**config.mk**
```make
export PLATFORM = sky130hd
export DESIGN_NAME = tap_ctrl
export DESIGN_NICKNAME = d
export VERILOG_FILES = /design/src/rtl/tap_ctrl.sv
export SDC_FILE = /design/constraint.sdc
export NUM_CORES = 1
export LEC_CHECK = 0
export BUFFER_PORTS_ARGS = -buffer_cell sky130_fd_sc_hd__buf_2
export CORE_AREA = 2 2 39 41
export CTS_BUF_LIST = sky130_fd_sc_hd__clkbuf_8 sky130_fd_sc_hd__clkbuf_16
export DETAILED_ROUTE_END_ITERATION = 12
export DIE_AREA = 0 0 41 43
export PLACE_DENSITY = 0.52
export SETUP_SLACK_MARGIN = 0.1
export SYNTH_ARGS = -nofsm -noshare
export SYNTH_HDL_FRONTEND = slang
export SYNTH_SLANG_ARGS = --single-unit
```
**constraint.sdc**
```tcl
create_clock -name TCK -period 2.06 [get_ports TCK]
set_clock_uncertainty 0.05 [all_clocks]
set_input_delay 0.618 -clock TCK [delete_from_list [all_inputs] [get_ports TCK]]
set_output_delay 0.618 -clock TCK [all_outputs]
set_load 0.02 [all_outputs]
```
**src/rtl/tap_ctrl.sv**
```systemverilog
// rtl/tap_ctrl.sv - IEEE 1149.1 TAP controller state machine with decoded scan strobes
// State codes follow the standard encoding so select can be taken straight from state[3].
module tap_ctrl (
  input  logic       TCK,
  input  logic       TRST,
  input  logic       TMS,
  output logic [3:0] state,
  output logic       tlr_reset,
  output logic       RunTestIdle,
  output logic       CaptureDR,
  output logic       ShiftDR,
  output logic       UpdateDR,
  output logic       CaptureIR,
  output logic       ShiftIR,
  output logic       UpdateIR,
  output logic       select,
  output logic       tdo_en
);

  typedef enum logic [3:0] {
    S_EX2DR = 4'h0,
    S_EX1DR = 4'h1,
    S_SHDR  = 4'h2,
    S_PAUDR = 4'h3,
    S_SELIR = 4'h4,
    S_UPDDR = 4'h5,
    S_CAPDR = 4'h6,
    S_SELDR = 4'h7,
    S_EX2IR = 4'h8,
    S_EX1IR = 4'h9,
    S_SHIR  = 4'hA,
    S_PAUIR = 4'hB,
    S_RTI   = 4'hC,
    S_UPDIR = 4'hD,
    S_CAPIR = 4'hE,
    S_TLR   = 4'hF
  } tap_state_t;

  tap_state_t r_state;
  logic       r_tdo_en;
  logic       w_shift;

  always_ff @(posedge TCK or negedge TRST) begin
    if (!TRST) begin
      r_state <= S_TLR;
    end else begin
      case (r_state)
        S_TLR:   r_state <= TMS ? S_TLR   : S_RTI;
        S_RTI:   r_state <= TMS ? S_SELDR : S_RTI;
        S_SELDR: r_state <= TMS ? S_SELIR : S_CAPDR;
        S_CAPDR: r_state <= TMS ? S_EX1DR : S_SHDR;
        S_SHDR:  r_state <= TMS ? S_EX1DR : S_SHDR;
        S_EX1DR: r_state <= TMS ? S_UPDDR : S_PAUDR;
        S_PAUDR: r_state <= TMS ? S_EX2DR : S_PAUDR;
        S_EX2DR: r_state <= TMS ? S_UPDDR : S_SHDR;
        S_UPDDR: r_state <= TMS ? S_SELDR : S_RTI;
        S_SELIR: r_state <= TMS ? S_TLR   : S_CAPIR;
        S_CAPIR: r_state <= TMS ? S_EX1IR : S_SHIR;
        S_SHIR:  r_state <= TMS ? S_EX1IR : S_SHIR;
        S_EX1IR: r_state <= TMS ? S_UPDIR : S_PAUIR;
        S_PAUIR: r_state <= TMS ? S_EX2IR : S_PAUIR;
        S_EX2IR: r_state <= TMS ? S_UPDIR : S_SHIR;
        S_UPDIR: r_state <= TMS ? S_SELDR : S_RTI;
        default: r_state <= S_TLR;
      endcase
    end
  end

  assign w_shift = (r_state == S_SHDR) || (r_state == S_SHIR);

  // TDO changes on the falling edge, so its enable follows half a period behind the state.
  always_ff @(negedge TCK or negedge TRST) begin
    if (!TRST) begin
      r_tdo_en <= 1'b0;
    end else begin
      r_tdo_en <= w_shift;
    end
  end

  assign state       = r_state;
  assign tlr_reset   = (r_state == S_TLR);
  assign RunTestIdle = (r_state == S_RTI);
  assign CaptureDR   = (r_state == S_CAPDR);
  assign ShiftDR     = (r_state == S_SHDR);
  assign UpdateDR    = (r_state == S_UPDDR);
  assign CaptureIR   = (r_state == S_CAPIR);
  assign ShiftIR     = (r_state == S_SHIR);
  assign UpdateIR    = (r_state == S_UPDIR);
  assign select      = r_state[3];
  assign tdo_en      = r_tdo_en;

endmodule

```
After elaboration in Yosys (flattened, before gate mapping)
Index checks and enable logic that the tools add are counted.
{ "totals": {"reg_bits": 5, "inputBits": 3, "out_inout_bits": 14, "word_cells": 35} }
{ "op_classes": {"eq_ne": 15, "n_mux": 13, "reduce_logical": 5} }
{ "ops": {"columns": ["cell", "n"], "rows": [
  ["$pmux W4 S12", 1],
  ["$eq A4 B4 Y1 const B", 8],
  ["$eq A4 B3 Y1 const B", 4],
  ["$mux W2", 6],
  ["$mux W3", 4],
  ["$eq A4 B2 Y1 const B", 2],
  ["$eq A4 B1 Y1 const B", 1],
  ["$logic_not A4 Y1", 1],
  ["$mux W4", 1],
  ["$reduce_or A2 Y1", 2],
  ["$reduce_or A3 Y1", 1],
  ["$logic_or A1 B1 Y1", 1],
  ["$mux W1", 1]
]} }

Logic depth before layout (Yosys ltp)
{ "logic_depth": {"depth_word": 3, "ltp_mapped": 4, "mapped_depth_nobuf": 3} }

==> impl_metrics.tcl <==
set metrics [dict create \
    drt-initial-drc-count 6 \
    nFillCells 145 \
    crit_fanout 1 \
    synth.distinct_cells 21 \
    syn2layout_area_growth_pct 57.4 \
    cts.sinks 5 \
    vias 329 \
    start_kind "flop" \
    clock_latency_ps 210 \
    violations "setup timing" \
    avgSynthCellArea_um2 8.97 \
    wl_per_cell_um 9.88 \
    cp-end-kind "output port" \
    rsz0062_at_grt "yes" \
    path_buf_inv 1 \
    max_cap_violations 0 \
    timing.final.hold_violations 0 \
    globalplace.congestion 0.665 \
    layout-drive-gt1-share 0.576 \
    synth_area_um2 323 \
    route.detailed.drc 0 \
    dieArea_um2 1760 \
    cp.depth 1 \
    grt_pass1_vias 279 \
    dp_worst_setup_slack_ps -155 \
    cts_buffers 3 \
    fin_tns_setup_ps -384 \
    grt.total_usage 0.0988 \
    max-slew-margin-rel 0.890 \
    nNetsFinal 63 \
    die_h_um 43 \
    fin_ws_ps -384 \
    dr.pass1.iters 2 \
    grt_max_degree 11 \
    yosysWarnings 0 \
    viasPerCell 4.39 \
    synth_cells 36 \
    fin_area_um2 508 \
    worst-endpoint-required_ps 1390 \
    totalWireLength_um 741 \
    path_delay_family "flip-flops" \
    syn_nets 39 \
    path_cells "buf_6" \
    rrSetupSlack_ps 150 \
    synth-seq-cells 5 \
    boundaryPins 17 \
    port_buffers 16 \
    tightestPinTransition_ps 164 \
    path_class "reg -> out" \
    cts_tree "done" \
    drv_slew 0 \
    h-tree-depth 1 \
    initial_core_util 0.233 \
    p_leak_uw 0.000251 \
    die_w_um 41 \
    slowest_delay_ps 390 \
    grt_pass1_wl_um 1170 \
    pwr_density_cell_nw_per_um2 1860 \
    rows 14 \
    reg2reg_depth 2 \
    vdd_ir_drop_max_uv 650 \
    cp.arrival_ps 1780 \
    clockRootBuffer "clkbuf_8" \
    ys_seq_area_frac 0.403 \
    status "complete, but fails checks" \
    core_um2 1380 \
    finalSetupViolations 1 \
    cts_max_path_buffers 2 \
    grt_antenna_before_repair 0 \
    critPathSlowestCell "dfrtn_1" \
    multi_input_area_um2 171 \
    postCtsHoldBufs 0 \
    post_dp_cell_area_um2 419 \
    hpwl_um 544 \
    gr-total-overflow 0 \
    antenna_cells 0 \
    seq_area_um2 130 \
    hold_path.class "in -> async" \
    ant_nets 0 \
    path_clk_slew_ps 30 \
]
## synthesized netlist by cell type
| library cell | n | area [µm²] |
|---|---|---|
| nor2_4 | 1 | 11.3 |
| o211ai_1 | 1 | 7.51 |
| nand2_2 | 1 | 6.26 |
| a22o_1 | 1 | 8.76 |
| a21boi_0 | 1 | 7.51 |
| dfrtn_1 | 1 | 25.0 |
| nand2_1 | 3 | 11.3 |
| nor3_1 | 2 | 10.0 |
| nor2b_2 | 1 | 8.76 |
| nand4_1 | 1 | 6.26 |
| o21a_1 | 1 | 7.51 |
| buf_6 | 1 | 11.3 |
| nor2_1 | 7 | 26.3 |
| nand2b_1 | 2 | 12.5 |
| buf_4 | 2 | 15.0 |
| nand3_1 | 1 | 5.00 |
| dfstp_2 | 4 | 105 |
| and2_1 | 1 | 6.26 |
| nand2b_4 | 1 | 13.8 |
| nand3b_1 | 1 | 7.51 |
| o21ai_0 | 2 | 10.0 |
## report_power, final
group / leakage, µW / switching (µW) / internal, µW
clock: 0.0000269 / 43.5 / 127
sequential: 0.0000556 / 45.3 / 169
combinational: 0.000169 / 315 / 243
total: 0.000251 / 403 / 540
## worst paths after layout
path	startpoint	end
setup / recovery	tdo_en	tdo_en
hold / removal	TRST	state[0]
setup reg to reg	state[0]	tdo_en
hold reg to reg	state[0]	state[2]
max in group asynchronous	TRST	tdo_en
min in group TCK	state[0]	state[2]
## through the flow
stage | util | hold WS [ps] | power, µW | instances
floorplan | - | 420 | 581 | 36
global placement | 0.303 | 559 | 700 | 68
detailed placement | 0.303 | 567 | 702 | 68
CTS | 0.348 | 350 | 909 | 73
global route | 0.367 | 354 | 1030 | 75
finish | 0.367 | 354 | 943 | 75
## placed cells by master (no fill, tap or decap)
| cell type | count |
|---|---|
| o211ai_1 | 1 |
| nor2b_2 | 1 |
| and2_1 | 1 |
| o21a_1 | 1 |
| o21ai_0 | 2 |
| buf_6 | 3 |
| a22o_1 | 1 |
| nor3_2 | 1 |
| buf_2 | 14 |
| nand2_2 | 1 |
| a21boi_0 | 1 |
| nor2_4 | 1 |
| dfrtn_1 | 1 |
| nand4_1 | 1 |
| buf_4 | 5 |
| dfstp_2 | 4 |
| nand2b_1 | 2 |
| nand2b_4 | 1 |
| nand2_1 | 3 |
| clkbuf_8 | 3 |
| nand3b_1 | 1 |
| nor2_1 | 7 |
| nand3_1 | 1 |
| inv_1 | 1 |
| nor3_1 | 1 |
## cell families after synthesis
group,share of synthesized area
AND/OR/NAND/NOR,0.388
AO/OA/AOI/OAI,0.128
flip-flops,0.403
buffers and inverters,0.0814
## state kept, by name, summed over array words and instances, names as in the netlist
name    count
tdo_en      1
state       4
## area by class of cell
class / count / area share
repair buffers: 22 / 0.278
clock buffers: 3 / 0.0813
well taps: 16 / 0.0394
flip-flops and latches: 5 / 0.256
multi-input cells: 28 / 0.337
clock inverters: 1 / 0.00739
## timing repair
item | 4_1_cts | 5_1_grt
setup buffers | 1 | 2
endpoints found under the hold margin | 0 | 0
setup endpoints to repair | 3 | 4
resized for setup | 3 | 3
## routing by layer
layer / track usage / vias to the layer above / routed length [µm]
met5: 0 / - / 0
met4: 0 / 0 / 0
met3: 0.0628 / 0 / 58
met2: 0.150 / 10 / 346
met1: 0.124 / 150 / 336
li1: - / 169 / -
Power figures use the tool's default switching activity.
